[src/rtl/vram_rd_arbiter.sv]
// Shares the single read port of the 1024x8 text VRAM between the LCD glyph fetcher and CPU reads.
// Optional starvation guard for CPU reads is enabled by defining VRAM_ARB_FAIR_EN.
module vram_rd_arbiter #(
  parameter int unsigned READ_LATENCY = 2,
  parameter int unsigned STARVE_LIMIT = 8
) (
  input  logic        MEMORY_CLK,
  input  logic        reset,
  input  logic        lcd_rd_req,
  input  logic [9:0]  lcd_rd_addr,
  output logic        lcd_rd_gnt,
  output logic        lcd_rd_valid,
  output logic [7:0]  lcd_rd_data,
  input  logic        cpu_rd_req,
  input  logic [9:0]  cpu_rd_addr,
  output logic        cpu_rd_gnt,
  output logic        cpu_rd_valid,
  output logic [7:0]  cpu_rd_data,
  input  logic        cpu_wr_en,
  input  logic [9:0]  cpu_wr_addr,
  input  logic [7:0]  cpu_wr_data,
  output logic        v_cea,
  output logic [9:0]  v_ada,
  output logic [7:0]  v_din,
  output logic        v_reseta,
  output logic        v_ceb,
  output logic [9:0]  v_adb,
  output logic        v_oce,
  output logic        v_resetb,
  input  logic [7:0]  v_dout
);

  localparam int unsigned CW = 8;
  localparam int unsigned LAST = READ_LATENCY - 1;

  if (!(READ_LATENCY == 1 || READ_LATENCY == 2)) begin : g_bad_latency
    $error("vram_rd_arbiter: READ_LATENCY must be 1 or 2");
  end
  if (STARVE_LIMIT < 1 || STARVE_LIMIT > 255) begin : g_bad_starve
    $error("vram_rd_arbiter: STARVE_LIMIT must be 1..255");
  end

  logic                    force_cpu;
  logic [READ_LATENCY-1:0] tag_vld;
  logic [READ_LATENCY-1:0] tag_cpu;

`ifdef VRAM_ARB_FAIR_EN
  logic [CW-1:0] starve_cnt;

  // Counts consecutive cycles a CPU read has been waiting; saturates.
  always_ff @(posedge MEMORY_CLK) begin
    if (reset) begin
      starve_cnt <= '0;
    end else if (cpu_rd_gnt || !cpu_rd_req) begin
      starve_cnt <= '0;
    end else if (starve_cnt != {CW{1'b1}}) begin
      starve_cnt <= starve_cnt + CW'(1);
    end
  end

  assign force_cpu = (starve_cnt >= CW'(STARVE_LIMIT)) & cpu_rd_req;
`else
  assign force_cpu = 1'b0;
`endif

  // Combinational arbitration: LCD first unless the CPU has waited too long.
  assign lcd_rd_gnt = lcd_rd_req & ~force_cpu & ~reset;
  assign cpu_rd_gnt = cpu_rd_req & ~lcd_rd_gnt & ~reset;

  assign v_ceb    = lcd_rd_gnt | cpu_rd_gnt;
  assign v_adb    = cpu_rd_gnt ? cpu_rd_addr : lcd_rd_addr;
  assign v_oce    = 1'b1;
  assign v_resetb = reset;

  assign v_cea    = cpu_wr_en & ~reset;
  assign v_ada    = cpu_wr_addr;
  assign v_din    = cpu_wr_data;
  assign v_reseta = reset;

  // Tag pipe tracks which requester owns each read in flight through the RAM.
  always_ff @(posedge MEMORY_CLK) begin
    if (reset) begin
      tag_vld <= '0;
      tag_cpu <= '0;
    end else begin
      tag_vld[0] <= lcd_rd_gnt | cpu_rd_gnt;
      tag_cpu[0] <= cpu_rd_gnt;
      for (int unsigned i = 1; i < READ_LATENCY; i++) begin
        tag_vld[i] <= tag_vld[i-1];
        tag_cpu[i] <= tag_cpu[i-1];
      end
    end
  end

  assign lcd_rd_valid = tag_vld[LAST] & ~tag_cpu[LAST] & ~reset;
  assign cpu_rd_valid = tag_vld[LAST] &  tag_cpu[LAST] & ~reset;
  assign lcd_rd_data  = v_dout;
  assign cpu_rd_data  = v_dout;

endmodule

[config.mk]
export PLATFORM = sky130hd
export DESIGN_NAME = vram_rd_arbiter
export DESIGN_NICKNAME = d
export VERILOG_FILES = /design/src/rtl/vram_rd_arbiter.sv
export SDC_FILE = /design/constraint.sdc
export NUM_CORES = 1
export LEC_CHECK = 0
export CORE_MARGIN = 2
export CORE_UTILIZATION = 20
export DETAILED_ROUTE_END_ITERATION = 7
export GPL_TIMING_DRIVEN = 0
export PLACE_DENSITY = 0.86
export REMOVE_ABC_BUFFERS = 1
export SKIP_LAST_GASP = 1
export SYNTH_ARGS = -nofsm -noshare
export SYNTH_HDL_FRONTEND = slang
export SYNTH_SLANG_ARGS = --single-unit
[constraint.sdc]
create_clock -name MEMORY_CLK -period 1.23 [get_ports MEMORY_CLK]
set_input_delay 0.246 -clock MEMORY_CLK [delete_from_list [all_inputs] [get_ports MEMORY_CLK]]
set_output_delay 0.246 -clock MEMORY_CLK [all_outputs]
set_load 0.02 [all_outputs]
==> impl_metrics.csv, run 1 <==
group,metric,value,unit
floorplanning,io_pins,104,
logic_synthesis,yosysWarnings,0,
route,drt-initial-drc-count,21,
sta,rsz0062_at_grt,"true",
global_route,grt_max_degree,8,
floorplanning,fp.dieW,60.1,um
power,p_int,438,uW
route,first_pass_iters,2,
worst_setup_path,cp_slowest_cell,"mux2_4",
worst_setup_path,crit_chain,"buf_8, nor3b_4, buf_6, buf_12, mux2_4, buf_6",
worst_setup_path,r2r_cells,1,
power,powerDensity,655,nW/um^2
worst_setup_path,cp_max_fo,6,
worst_setup_path,max_stage_delay,0.30,ns
logic_synthesis,syn_area,629,um^2
sta,fmax,676,MHz
sta,whs,0.251,ns
cts,htree_levels,1,
sta,finalHoldViolations,0,
placed_design,gp_congestion,0.595,
sta,setup_slack,-0.249,ns
run,max_cap_violations,0,
cts,cts_tree,"built",
logic_synthesis,synthMuxAreaShare,0.233,
final_layout,num_antenna_cells,0,
logic_synthesis,synth-seq-cells,4,
worst_hold_path,min_path_type,"in -> reg",
route,drc_errors,0,
global_route,grt_pass1_vias,512,
worst_setup_path,worstPathArrival,1.23,ns
floorplanning,start_util,0.208,
logic_synthesis,yosysSeqAreaShare,0.127,
logic_synthesis,yosys.cell_types.count,12,
route,ant_nets,0,
sta,drv_slew,0,
cts,cts_root_buf,"clkbuf_4",
logic_synthesis,synthSimpleGateAreaFrac,0.143,
worst_setup_path,crit_path_frequent_cell,"buf_6",
worst_setup_path,critical_path_required,0.98,ns
power,p_leak,0.416,nW
placed_design,io_buffers,42,
cts,clkSlewWorstSetupHoldPaths,0.04,ns
logic_synthesis,synth_xor_area_frac,0,
sta,fin_crit_sh,1.20,
worst_hold_path,holdPathStages,3,
worst_setup_path,ff2ff_setup_slack,0.65,ns
global_route,grt_pass1_wl,3090,um
worst_setup_path,cp_top_family,"buffers and inverters",
worst_setup_path,cp-end-kind,"output pin",
outcome,status,"finished with violations",
final_layout,syn_to_final_growth,46.5,%
power,p_total,604,uW
logic_synthesis,synthAdderAreaFrac,0,
global_route,grtUsageTotal,0.132,
sta,clock_skew,0.0000243,ns
worst_setup_path,crit_buf_inv,4,
cts,clk-insertion-delay-late,0.23,ns
floorplanning,die-area,3610,um^2
sta,setup_viol,11,
logic_synthesis,avgSynthCellArea,9.68,um^2
sta,fin_crit,1.48,ns
worst_hold_path,min_to,"tag_vld[0]",
placed_design,hpwlAfterDp,1910,um
worst_hold_path,min-delay-start,"cpu_rd_req",
sta,final.setup.tns,-2.56,ns
floorplanning,die_y,60.1,um
route,drt-total-wl,2490,um
logic_synthesis,syn_inst,65,
final_layout,drive_gt1_frac,0.558,
worst_setup_path,startpoint_type,"input pin",
logic_synthesis,synth_top_family_by_area,"buffers and inverters",
power,p_comb_frac,0.499,
route,routed_via_density,4.05,
cts,cts_buffer_depth,2,
route,dr_total_vias,490,
route,route.detailed.wl_per_inst,20.5,um
outcome,violations,"setup timing",
cts,cts_made_buffers,3,
floorplanning,coreArea,3030,um^2
worst_setup_path,path_class,"in -> out",
cts,cts_hold_buf,0,
cts,cts.sinks,4,
worst_setup_path,r2r-end,"tag_vld[1]",
power,p_clk_frac,0.272,
logic_synthesis,synth_compound_area_frac,0,
final_layout,fin_nets,130,
global_route,antenna_found_initial,0,
worst_setup_path,timing.rr.start,"tag_vld[0]",
power,swShare,0.276,
floorplanning,std_cell_rows,20,
power,vdd_drop_max,0.000270,V
global_route,overflow,0,
power,p_sw,166,uW
power,pwr-share-seq,0.229,
sequential cells by signal, summed over array words and instances (netlist names):
| register | count |
|---|---|
| tag_vld | 2 |
| tag_cpu | 2 |
worst max-delay path by stage:
stage	startpoint	end	slack (ns)	depth (start not counted)
after floorplan	reset	v_adb[9]	-0.37	2
after global placement	reset	v_adb[9]	-1.48	4
after detailed placement	reset	v_adb[9]	-1.54	4
after CTS	lcd_rd_req	v_adb[4]	-0.25	6
after global routing	lcd_rd_req	v_adb[4]	-0.27	6
final	lcd_rd_req	v_adb[4]	-0.25	6
layout make-up:
class / instances / area [um^2]
Fill cell: 326 / 2110
Timing Repair Buffer: 48 / 513
Multi-Input combinational cell: 22 / 251
Sequential cell: 4 / 80.1
Tap cell: 44 / 55.1
Clock buffer: 3 / 22.5
power by group through the flow:
stage | logic [mW] | registers, mW | clock network, mW
after floorplan | 0.105 | 0.140 | 0
after global placement | 0.263 | 0.140 | 0
after detailed placement | 0.267 | 0.141 | 0
after CTS | 0.300 | 0.138 | 0.173
after global routing | 0.317 | 0.139 | 0.177
final | 0.302 | 0.138 | 0.164
metrics by stage:
step	worst slack (ns)	utilization	instance area, um^2	cells
finish	-0.249	0.305	922	121
floorplan	-0.370	-	320	26
detailed placement	-1.54	0.263	796	112
global route	-0.271	0.305	922	121
global placement	-1.48	0.263	796	112
CTS	-0.254	0.300	907	121
metal layers:
metal,share of wire,track usage,up-vias
met1,0.34,0.137,222
met5,0,0,-
met4,0.011,0.0476,0
li1,-,-,192
met3,0.25,0.126,4
met2,0.40,0.185,72
layout by cell type, fill, tap and decap left out, types with 2 or more instances in the layout:
master	instances
clkdlybuf4s50_1	21
nor2_1	2
mux2_4	10
dlygate4sd2_1	4
buf_2	2
clkbuf_4	3
and2b_2	4
buf_12	2
dfxtp_1	4
buf_4	4
buf_6	12
synth_stat cells:
library cell / instances / area share
nor2_1: 3 / 0.018
and2b_2: 4 / 0.056
nor3b_1: 2 / 0.024
buf_12: 1 / 0.032
buf_6: 1 / 0.018
and3b_2: 1 / 0.016
dfxtp_1: 4 / 0.13
conb_1: 1 / 0.0060
nor3b_4: 1 / 0.030
mux2_4: 9 / 0.21
mux2_2: 1 / 0.018
buf_4: 37 / 0.44
worst min-delay path, stage by stage:
cell and delay, ns:
buf_4 0.10, nor2_2 0.04, nor2_1 0.06
what timing repair did:
action | 4_1_cts | 5_1_grt
buffers inserted | 5 | 0
setup endpoints to repair | 18 | 14
cloned | 1 | 0
gates resized for setup | 102 | 5
pin swaps | 1 | 0
cells by family (layout without fill, tap and decap cells):
family / Yosys count / in the layout
buffers and inverters: 39 / 51
DFF: 4 / 4
muxes: 10 / 10
other: 1 / 1
and+or+nand+nor: 11 / 11
Power figures use the tool's default switching activity.
==> run 2: changes to the inputs <==
- TNS_END_PERCENT: default -> 5
==> run 2 against run 1 <==
- the flow still finishes with violations (setup timing)
- critical path depth unchanged
- worst setup slack lost 0.0050 ns
- total power is 0.31% higher
- cell count stayed put
- worst hold slack improved by 0.019 ns
- clock power is essentially flat
- combinational power hardly changed
- utilization about the same
- first-iteration DRC count down 24%
- final area is 0.14% lower
- largest cell class unchanged
==> impl_metrics.csv, run 2 (synthesized netlist as in run 1, its figures left out) <==
group,metric,value,unit
power,vdd_drop_max,0.000274,V
worst_setup_path,r2r-end,"tag_vld[1]",
power,p_sw,166,uW
power,p_total,606,uW
worst_setup_path,r2r_cells,1,
route,drt-initial-drc-count,16,
sta,setup_slack,-0.254,ns
route,route.detailed.wl_per_inst,20.9,um
final_layout,syn_to_final_growth,46.3,%
cts,cts_made_buffers,3,
final_layout,layout_common_cells,"clkdlybuf4s50_1, buf_6, mux2_4",
sta,rsz0062_at_grt,"true",
power,swShare,0.275,
power,p_int,439,uW
route,ant_nets,0,
floorplanning,start_util,0.208,
worst_setup_path,crit_path_frequent_cell,"buf_6",
cts,cts_buffer_depth,2,
outcome,violations,"setup timing",
floorplanning,die_y,60.1,um
sta,finalHoldViolations,0,
worst_setup_path,critical_path_required,0.98,ns
global_route,grt_pass1_vias,511,
worst_setup_path,startpoint_type,"input pin",
power,p_clk_frac,0.271,
power,pwr-share-seq,0.228,
worst_setup_path,timing.rr.start,"tag_vld[0]",
global_route,grt_max_degree,8,
sta,fin_crit_sh,1.21,
power,p_leak,0.413,nW
cts,cts_root_buf,"clkbuf_4",
worst_setup_path,cp_max_fo,6,
worst_setup_path,cp_slowest_cell,"mux2_4",
route,dr_total_vias,493,
cts,clk-insertion-delay-late,0.23,ns
final_layout,layout_commonest_cell,"clkdlybuf4s50_1",
worst_setup_path,crit_chain,"buf_8, nor3b_4, buf_6, buf_12, mux2_4, buf_6",
placed_design,place_area,796,um^2
outcome,status,"finished with violations",
worst_setup_path,worstPathArrival,1.24,ns
worst_setup_path,path_class,"in -> out",
worst_hold_path,min_to,"tag_vld[0]",
route,routed_via_density,4.07,
sta,drv_slew,0,
sta,fmax,674,MHz
cts,cts.sinks,4,
cts,cts_hold_buf,0,
global_route,overflow,0,
route,first_pass_iters,2,
floorplanning,fp.dieW,60.1,um
worst_hold_path,min-delay-start,"cpu_rd_req",
floorplanning,std_cell_rows,20,
final_layout,top_regs,"tag_cpu: 2 flops, tag_vld: 2 flops",
floorplanning,coreArea,3030,um^2
sta,setup_viol,18,
cts,clkSlewWorstSetupHoldPaths,0.04,ns
floorplanning,io_pins,104,
placed_design,hpwlAfterDp,1910,um
route,drt-total-wl,2520,um
cts,htree_levels,1,
final_layout,num_antenna_cells,0,
sta,clock_skew,0.0000243,ns
final_layout,final_area,921,um^2
power,p_comb_frac,0.501,
global_route,grt_pass1_wl,3080,um
placed_design,io_buffers,42,
worst_setup_path,ff2ff_setup_slack,0.65,ns
placed_design,gp_congestion,0.595,
run,max_cap_violations,0,
floorplanning,die-area,3610,um^2
worst_setup_path,max_stage_delay,0.30,ns
route,drc_errors,0,
final_layout,drive_gt1_frac,0.494,
worst_hold_path,holdPathStages,3,
worst_hold_path,min_path_type,"in -> reg",
sta,fin_crit,1.48,ns
final_layout,fin_nets,130,
cts,cts_tree,"built",
global_route,antenna_found_initial,0,
power,powerDensity,658,nW/um^2
worst_setup_path,cp-end-kind,"output pin",
global_route,grtUsageTotal,0.132,
==> run 2: critical path: cells and delay by family <==
family / cells / cell delay [ns]
and+or+nand+nor: 1 / 0.18
muxes: 1 / 0.30
buffers and inverters: 4 / 0.50
==> run 2: worst max path at each step <==
stage | startpoint | end | slack (ns) | cells past startpoint
6_report | lcd_rd_req | v_adb[4] | -0.25 | 6
5_1_grt | lcd_rd_req | v_adb[4] | -0.27 | 6
4_1_cts | lcd_rd_req | v_adb[4] | -0.25 | 6
3_5_place_dp | reset | v_adb[9] | -1.54 | 4
3_3_place_gp | reset | v_adb[9] | -1.48 | 4
2_1_floorplan | reset | v_adb[9] | -0.37 | 2
==> run 2: per-layer routing <==
layer / GRT usage / part of all wire
met5: 0 / 0
met4: 0.0476 / 0.011
met3: 0.126 / 0.23
met2: 0.185 / 0.41
met1: 0.137 / 0.35
==> run 2: final cells by class <==
class	instances	area (um^2)
timing repair buffer	48	519
multi-input combinational	22	244
fill	319	2110
clock buffer	3	22.5
sequential	4	80.1
tap	44	55.1
==> run 2: through the flow <==
step | worst slack (ns) | setup TNS, ns | instances | hold WS [ns] | utilization
3_5_place_dp | -1.54 | -21.55 | 112 | 0.438 | 0.263
4_1_cts | -0.254 | -3.59 | 121 | 0.265 | 0.298
5_1_grt | -0.271 | -3.93 | 121 | 0.289 | 0.304
2_1_floorplan | -0.370 | -2.99 | 26 | 0.318 | -
6_report | -0.254 | -3.50 | 121 | 0.270 | 0.304
3_3_place_gp | -1.48 | -20.59 | 112 | 0.432 | 0.263
==> run 2: power by group through the flow <==
stage | combinational (mW) | clock, mW | sequential [mW]
final | 0.304 | 0.164 | 0.138
after global routing | 0.319 | 0.177 | 0.139
after CTS | 0.295 | 0.173 | 0.138
after detailed placement | 0.267 | 0 | 0.141
after global placement | 0.263 | 0 | 0.140
after floorplan | 0.105 | 0 | 0.140
==> run 2: what timing repair did <==
action / 4_1_cts / 5_1_grt
setup endpoints to repair: 18 / 18
gates resized for setup: 81 / 6
gates cloned: 1 / 0
setup buffers: 5 / 0
pin swaps: 1 / 0
